[src/rtl/dm_arbiter.sv]
// dm_arbiter: shares the single-port SISC memory among three requesters
// (0 = instruction fetch, 1 = CPU data LOD/STR/SWP, 2 = debug loader).
// Each transaction runs IDLE -> ACCESS -> RESP. Requesters win in round-robin
// order. A lock bit lets the current winner keep the memory for its next
// access, which makes SWP atomic. All outputs are registered.
module dm_arbiter #(
    parameter int AW = 16,
    parameter int DW = 32
) (
    input  logic          clk,
    input  logic          rst,
    input  logic [2:0]    req,
    input  logic [2:0]    we,
    input  logic [2:0]    lock,
    input  logic [AW-1:0] addr0,
    input  logic [AW-1:0] addr1,
    input  logic [AW-1:0] addr2,
    input  logic [DW-1:0] wdata0,
    input  logic [DW-1:0] wdata1,
    input  logic [DW-1:0] wdata2,
    output logic [2:0]    gnt,
    output logic [2:0]    done,
    output logic [DW-1:0] rdata,
    output logic          mem_en,
    output logic          mem_we,
    output logic [AW-1:0] mem_addr,
    output logic [DW-1:0] mem_wdata,
    input  logic [DW-1:0] mem_rdata
);

    typedef enum logic [1:0] {
        S_IDLE   = 2'd0,
        S_ACCESS = 2'd1,
        S_RESP   = 2'd2
    } state_t;

    state_t        r_state, w_state_nxt;
    logic [1:0]    r_rr_ptr, w_rr_ptr_nxt;
    logic          r_lock_vld, w_lock_vld_nxt;
    logic [1:0]    r_lock_owner, w_lock_owner_nxt;
    logic [2:0]    r_gnt, w_gnt_nxt;
    logic [2:0]    r_done, w_done_nxt;
    logic          r_we, w_we_nxt;
    logic [AW-1:0] r_addr, w_addr_nxt;
    logic [DW-1:0] r_wdata, w_wdata_nxt;
    logic          r_mem_en, w_mem_en_nxt;
    logic          r_mem_we, w_mem_we_nxt;
    logic [AW-1:0] r_mem_addr, w_mem_addr_nxt;
    logic [DW-1:0] r_mem_wdata, w_mem_wdata_nxt;
    logic [DW-1:0] r_rdata, w_rdata_nxt;

    // Padded to 4 bits so a 2-bit requester index never selects out of range.
    logic [3:0]    w_req_pad;
    logic [3:0]    w_we_pad;
    logic [3:0]    w_lock_pad;
    logic [1:0]    w_ord0, w_ord1, w_ord2;
    logic          w_win_vld;
    logic [1:0]    w_win_idx;
    logic          w_win_we;
    logic          w_win_lock;
    logic [AW-1:0] w_win_addr;
    logic [DW-1:0] w_win_wdata;
    logic [2:0]    w_win_onehot;

    function automatic logic [1:0] rr_inc(input logic [1:0] p);
        logic [1:0] n;
        case (p)
            2'd0:    n = 2'd1;
            2'd1:    n = 2'd2;
            default: n = 2'd0;
        endcase
        return n;
    endfunction

    assign w_req_pad  = {1'b0, req};
    assign w_we_pad   = {1'b0, we};
    assign w_lock_pad = {1'b0, lock};

    // Search order for this IDLE cycle: rr_ptr first, then the two after it.
    always_comb begin
        w_ord0 = r_rr_ptr;
        w_ord1 = rr_inc(r_rr_ptr);
        w_ord2 = rr_inc(w_ord1);
    end

    // Winner selection: a pending lock owner beats round-robin order.
    always_comb begin
        w_win_vld = 1'b0;
        w_win_idx = 2'd0;
        if (r_lock_vld && w_req_pad[r_lock_owner]) begin
            w_win_vld = 1'b1;
            w_win_idx = r_lock_owner;
        end else if (w_req_pad[w_ord0]) begin
            w_win_vld = 1'b1;
            w_win_idx = w_ord0;
        end else if (w_req_pad[w_ord1]) begin
            w_win_vld = 1'b1;
            w_win_idx = w_ord1;
        end else if (w_req_pad[w_ord2]) begin
            w_win_vld = 1'b1;
            w_win_idx = w_ord2;
        end
    end

    // Route the winner's access attributes to the transaction latch inputs.
    always_comb begin
        w_win_addr  = addr0;
        w_win_wdata = wdata0;
        case (w_win_idx)
            2'd1: begin
                w_win_addr  = addr1;
                w_win_wdata = wdata1;
            end
            2'd2: begin
                w_win_addr  = addr2;
                w_win_wdata = wdata2;
            end
            default: ;
        endcase
        w_win_we     = w_we_pad[w_win_idx];
        w_win_lock   = w_lock_pad[w_win_idx];
        w_win_onehot = 3'b001 << w_win_idx;
    end

    // Next-state and next-output logic for the IDLE/ACCESS/RESP sequence.
    always_comb begin
        w_state_nxt      = r_state;
        w_rr_ptr_nxt     = r_rr_ptr;
        w_lock_vld_nxt   = r_lock_vld;
        w_lock_owner_nxt = r_lock_owner;
        w_gnt_nxt        = r_gnt;
        w_done_nxt       = '0;
        w_we_nxt         = r_we;
        w_addr_nxt       = r_addr;
        w_wdata_nxt      = r_wdata;
        w_mem_en_nxt     = 1'b0;
        w_mem_we_nxt     = 1'b0;
        w_mem_addr_nxt   = r_mem_addr;
        w_mem_wdata_nxt  = r_mem_wdata;
        w_rdata_nxt      = r_rdata;

        case (r_state)
            S_IDLE: begin
                if (w_win_vld) begin
                    w_state_nxt = S_ACCESS;
                    w_gnt_nxt   = w_win_onehot;
                    w_we_nxt    = w_win_we;
                    w_addr_nxt  = w_win_addr;
                    w_wdata_nxt = w_win_wdata;
                    if (w_win_lock) begin
                        // Locked grant keeps rr_ptr where it is.
                        w_lock_vld_nxt   = 1'b1;
                        w_lock_owner_nxt = w_win_idx;
                    end else begin
                        w_lock_vld_nxt = 1'b0;
                        w_rr_ptr_nxt   = rr_inc(w_win_idx);
                    end
                end else begin
                    // No request at all: any lock owner has dropped out.
                    w_gnt_nxt      = '0;
                    w_lock_vld_nxt = 1'b0;
                end
            end
            S_ACCESS: begin
                w_state_nxt     = S_RESP;
                w_mem_en_nxt    = 1'b1;
                w_mem_we_nxt    = r_we;
                w_mem_addr_nxt  = r_addr;
                w_mem_wdata_nxt = r_wdata;
            end
            S_RESP: begin
                w_state_nxt = S_IDLE;
                w_done_nxt  = r_gnt;
                w_gnt_nxt   = '0;
                if (!r_we) begin
                    w_rdata_nxt = mem_rdata;
                end
            end
            default: begin
                w_state_nxt = S_IDLE;
                w_gnt_nxt   = '0;
            end
        endcase
    end

    // State and output registers; reset abandons any transaction in flight.
    always_ff @(posedge clk) begin
        if (rst) begin
            r_state      <= S_IDLE;
            r_rr_ptr     <= '0;
            r_lock_vld   <= 1'b0;
            r_lock_owner <= '0;
            r_gnt        <= '0;
            r_done       <= '0;
            r_we         <= 1'b0;
            r_addr       <= '0;
            r_wdata      <= '0;
            r_mem_en     <= 1'b0;
            r_mem_we     <= 1'b0;
            r_mem_addr   <= '0;
            r_mem_wdata  <= '0;
            r_rdata      <= '0;
        end else begin
            r_state      <= w_state_nxt;
            r_rr_ptr     <= w_rr_ptr_nxt;
            r_lock_vld   <= w_lock_vld_nxt;
            r_lock_owner <= w_lock_owner_nxt;
            r_gnt        <= w_gnt_nxt;
            r_done       <= w_done_nxt;
            r_we         <= w_we_nxt;
            r_addr       <= w_addr_nxt;
            r_wdata      <= w_wdata_nxt;
            r_mem_en     <= w_mem_en_nxt;
            r_mem_we     <= w_mem_we_nxt;
            r_mem_addr   <= w_mem_addr_nxt;
            r_mem_wdata  <= w_mem_wdata_nxt;
            r_rdata      <= w_rdata_nxt;
        end
    end

    assign gnt       = r_gnt;
    assign done      = r_done;
    assign rdata     = r_rdata;
    assign mem_en    = r_mem_en;
    assign mem_we    = r_mem_we;
    assign mem_addr  = r_mem_addr;
    assign mem_wdata = r_mem_wdata;

endmodule
[config.mk]
export PLATFORM = sky130hd
export DESIGN_NAME = dm_arbiter
export DESIGN_NICKNAME = d
export VERILOG_FILES = /design/src/rtl/dm_arbiter.sv
export SDC_FILE = /design/constraint.sdc
export NUM_CORES = 1
export LEC_CHECK = 0
export ABC_AREA = 1
export CAP_MARGIN = 20
export CORE_ASPECT_RATIO = 0.5
export CORE_MARGIN = 2
export CORE_UTILIZATION = 38
export CTS_CLUSTER_SIZE = 20
export DETAILED_ROUTE_END_ITERATION = 6
export GPL_TIMING_DRIVEN = 0
export PLACE_DENSITY = 0.76
export SYNTH_ARGS = -nofsm -noshare
export SYNTH_HDL_FRONTEND = slang
export SYNTH_SLANG_ARGS = --single-unit
[constraint.sdc]
create_clock -name clk -period 1.6 [get_ports clk]
set_input_delay 0.32 -clock clk [delete_from_list [all_inputs] [get_ports clk]]
set_output_delay 0.32 -clock clk [all_outputs]
set_load 0.02 [all_outputs]
### After elaboration in Yosys (flattened, before gate mapping)

Index checks and enable logic that the tools add are counted.

| storage, ports and cells | value |
|---|---|
| output and inout bits | 88 |
| register bits after elaboration | 144 |
| latch bits | 0 |
| RAM bits | 0 |
| bits of input ports | 187 |
| word-level logic and storage cells | 74 |
| bits in read-only memories | 0 |
| memories kept | 0 |

| operators by class | value |
|---|---|
| multiplexer cells | 32 |
| magnitude comparators | 5 |
| shift operators | 1 |
| bitwise logic cells | 4 |
| equality and inequality tests | 7 |
| multipliers | 0 |
| reductions and logical operators | 11 |
| div/mod/pow operators | 0 |
| add/sub/neg operators | 0 |

Operators with widths:

| operator | count |
|---|---|
| $pmux 32 s2 | 1 |
| $pmux 16 s2 | 1 |
| $pmux 2 s2 | 4 |
| $lt 2x3->1 const B | 5 |
| $mux 1 | 13 |
| $bmux 1 s2 | 6 |
| $mux 2 | 5 |
| $eq 2x1->1 const B | 4 |
| $logic_not 2->1 | 4 |
| $pmux 3 s2 | 1 |
| $reduce_and 3->1 | 2 |
| $eq 2x2->1 const B | 2 |
| $not 1->1 | 4 |
| $reduce_and 2->1 | 2 |
| $reduce_or 2->1 | 2 |
| $mux 3 | 1 |
| $shl 1x2->3 const A | 1 |
| $ne 2x2->1 const B | 1 |
| $logic_and 1x1->1 | 1 |

### Longest topological paths before layout

| logic depth | value |
|---|---|
| depth after elaboration | 14 |
| gate-level depth with buffers | 17 |
| mapped depth without buffers | 16 |

### Worst setup path after synthesis

OpenSTA, ideal clock, no wires.

| path | value |
|---|---|
| path kind | register to register |
| start | register r_rr_ptr[1] |
| end | register r_wdata[3] |
| arrival | 1.459 ns |
| clock period less this slack | 1.583 ns |
| required time | 1.476 ns |
| stages on the path, launching flop included | 13 |
| setup slack | 0.017 ns |
| library setup time | 0.124 ns |
| cell sequence | dfxtp_1 > inv_2 > nand2_2 > nor2_1 > a21oi_2 > nand2_1 > nor2_2 > a21oi_4 > buf_6 > inv_12 > buf_6 > a21oi_1 > a31oi_1 |

| between the ends | value |
|---|---|
| longest elaborated chain between the ends | 12 |
| elaborated cells between the ends (all ways) | 24 |

RTL lines:

| item | RTL line | text |
|---|---|---|
| from (decl) | 38 | `logic [1:0] r_rr_ptr, w_rr_ptr_nxt;` |
| from (signal assigned) | 205 | `r_rr_ptr <= w_rr_ptr_nxt;` |
| $eq 2x1->1 / $logic_not 2->1 (equally long branches) | 67 | `case (p)` |
| $pmux 2 s2 | 67 |  |
| $eq 2x1->1 / $logic_not 2->1 (equally long branches) | 67 |  |
| $pmux 2 s2 | 67 |  |
| $bmux 1 s2 | 99 | `end else if (w_req_pad[w_ord2]) begin` |
| $mux 1 (implied by the code) | 99 |  |
| $mux 2 | 99 |  |
| $mux 2 | 96 | `end else if (w_req_pad[w_ord1]) begin` |
| $mux 2 | 93 | `end else if (w_req_pad[w_ord0]) begin` |
| $mux 2 | 90 | `if (r_lock_vld && w_req_pad[r_lock_owner]) begin` |
| $eq 2x2->1 / $eq 2x1->1 (equally long branches) | 109 | `case (w_win_idx)` |
| $pmux 32 s2 | 109 |  |
| to (signal assigned) | 212 | `r_wdata <= w_wdata_nxt;` |
| to (decl) | 45 | `logic [DW-1:0] r_wdata, w_wdata_nxt;` |

Parallel ways exist; a longest one is shown, timed or not. The select of a mux whose other input is x is not followed.
A chain may end at the register's enable or synchronous reset.

### Final worst setup path

| path | value |
|---|---|
| start | register r_rr_ptr[0] |
| end | register r_wdata[2] |

Same word-level chain as after synthesis.

==> impl_results.md <==
* Nature of the critical path startpoint: register
* CP endpoint: r_wdata[2]$_SDFFE_PP0P_
* Crit path kind: reg -> reg
* Via density at 5.11
* Synth warn at 0
* Slew Viols, Final at 0
* IO Pins at 275
* Worst reg2reg startpoint: r_rr_ptr[0]$_SDFFE_PP0P_
* Die height at 93.7 um
* CP Capture Type: register
* Largest net degree at the start of global routing at 17
* CORE AREA at 15600 um2
* Tmin final at 1.83 ns
* Hold Buf Count CTS at 0
* Cell variety after synth at 36
* H-tree Lvls at 4
* Relative slew slack at 62.7%
* DP Wirelength at 16400 um
* Endpoints failing hold at 0
* 1st-pass router iterations at 5
* 1st-iter DRT viols at 419
* Post-route clock period utilization at 114%
* CTS tree: done
* Worst skew pair latency at 0.41 ns
* Critical Path Fanout Max at 10
* Rows at 32
* Hold_ws at 0.442 ns
* WP data arrival at 2.11 ns
* All-Layer GR Usage at 25.5%
* First-pass GRT wire length at 34400 um
* Worst-path clk slew at 0.07 ns
* Status: finished, violations left
* Port Buf Inserts at 274
* Fin util at 65.7%
* Slew @ Worst Pin at 0.560 ns
* GR Overflow Total at 0
* Most frequent cells in the layout: clkdlybuf4s50_1, dfxtp_1, nand2_1, nor2_1, dlygate4sd2_1
* Synth Register Bits at 144
* Power per Cell Area at 1830 nW/um2
* Routed Antenna Nets at 0
* Final WL at 22600 um
* Placer Congestion at 0.870
* Clock skew at 0.00979 ns
* Max clock buf depth at 2
* Worst setup margin at -0.228 ns
* Reg-to-Reg End: r_wdata[2]$_SDFFE_PP0P_
* Leak pwr at 4.45 nW
* Fmax at 547 MHz
* Critical Path Source: r_rr_ptr[0]$_SDFFE_PP0P_
* Post-synthesis sequential area ratio at 47.1%
* Vias in the first global route at 6716
* Total die area at 17200 um2
* # nets final at 1299
* Die W at 183 um
* CTS Buf Count at 17
* CP Data Required Time at 1.88 ns
* Initial Util at 39.3%
* Residual DRC count at 0
* Flop2flop setup slack at -0.23 ns
* Pwr Total at 18.7 mW
* Mapped cell area at 6110 um2
* Hold Crit Class: reg -> reg
* WL per Instance at 17.0 um
* Area Overhead vs Synth at 67.4%
* DR vias at 6786
* Maximum vdd drop at 0.945 mV
* MaxCap Viol Count at 0
* CTS root buf: clkbuf_16
* Setup violators final at 56
* Sink Count at 144
* Most common cell after layout, fill and taps aside: clkdlybuf4s50_1
* Failing checks: negative setup slack
* Fraction of layout cells with a size suffix above 1 at 16.0%
* RSZ-0062 raised after global routing: yes
* Syn Area/Cell at 7.66 um2
* Syn_nets at 985
* FF-to-FF path depth at 15
* Final TNS setup at -9.83 ns
* Ant. Diodes at 0
* Post-Synthesis Cells at 798
* Initial antenna violation count at 0
synthesized netlist by cell type, drive strengths merged:
| cell type | n | area, um2 |
|---|---|---|
| clkbuf | 32 | 128 |
| a31oi | 30 | 188 |
| dfxtp | 144 | 2880 |
| o22ai | 2 | 12.5 |
| nor3 | 1 | 5.00 |
| o211ai | 1 | 7.51 |
| a21oi | 67 | 425 |
| o21ai | 117 | 586 |
| buf | 22 | 200 |
| nand3 | 44 | 235 |
| nand2 | 142 | 601 |
| a21boi | 1 | 7.51 |
| clkinv | 3 | 16.3 |
| nor2 | 117 | 477 |
| nand4 | 17 | 106 |
| inv | 58 | 238 |
critical path: stages (launching register included):
cell and delay, ns:
dfxtp_2 0.34, buf_6 0.14, nor2_4 0.04, nand2_2 0.08, nand2_2 0.06, nor2_1 0.12, nand2_1 0.07, nand2_1 0.07
nand2_2 0.06, nand2_4 0.08, nand2_8 0.10, nand2_8 0.13, nor2_8 0.05, buf_8 0.14, nand2_1 0.09, nand4_1 0.11
power by group:
group | internal, mW | switching, mW | total, mW
registers | 4.70 | 0.594 | 5.30
logic | 3.79 | 5.30 | 9.09
clock network | 2.69 | 1.65 | 4.33
per-stage QoR:
step / cell area (um2) / setup WS [ns] / std cells
2_1_floorplan: 6110 / 0.0172 / 798
3_3_place_gp: 9110 / -0.973 / 1276
3_5_place_dp: 9110 / -0.916 / 1276
4_1_cts: 9950 / -0.170 / 1322
5_1_grt: 10200 / -0.350 / 1329
6_report: 10200 / -0.228 / 1329
state kept, by name (all words and copies together) (netlist names):
name	count
mem_wdata	32
r_wdata	32
rdata	32
mem_addr	16
r_addr	16
done	3
gnt	3
r_lock_owner	2
r_rr_ptr	2
r_state	2
mem_en	1
mem_we	1
r_lock_vld	1
r_we	1
area by class of cell:
class                      count  area [um2]
multi-input combinational    539        2840
fill                        1294        5340
tap                          204         255
clock inverter                14         206
buffer                        54         423
sequential                   144        2890
timing repair buffer         295        2900
inverter                      61         275
clock buffer                  18         439
worst min-delay path by stage:
stage,start,endpoint,slack [ns],cells past startpoint
finish,rdata[29]$_SDFFE_PP0P_,rdata[29]$_SDFFE_PP0P_,0.44,2
detailed placement,rdata[29]$_SDFFE_PP0P_,rdata[29]$_SDFFE_PP0P_,0.44,2
global placement,rdata[17]$_SDFFE_PP0P_,rdata[17]$_SDFFE_PP0P_,0.43,2
floorplan,rst,r_lock_vld$_SDFFE_PP0P_,0.39,1
CTS,rdata[29]$_SDFFE_PP0P_,rdata[29]$_SDFFE_PP0P_,0.44,2
global route,rdata[11]$_SDFFE_PP0P_,rdata[11]$_SDFFE_PP0P_,0.46,2
repair_timing:
action	CTS	global route
gates cloned	3	3
setup endpoints to repair	180	106
pin swaps	10	30
gates resized for setup	146	63
setup buffers	11	4
metal layers:
layer / global-route usage, % / vias up / wire, um
li1: - / 3279 / -
met1: 32.2 / 3213 / 9600
met2: 44.5 / 262 / 11300
met3: 3.99 / 32 / 1250
met4: 9.13 / 0 / 524
met5: 0 / - / 0
logic make-up after synthesis:
| group | count (synthesis) | synth area share, % |
|---|---|---|
| DFF | 144 | 47.1 |
| AOI/OAI and AO/OA | 218 | 20.1 |
| and+or+nand+nor | 321 | 23.3 |
| buffers and inverters | 115 | 9.51 |
(Power assumes the default switching activity.)
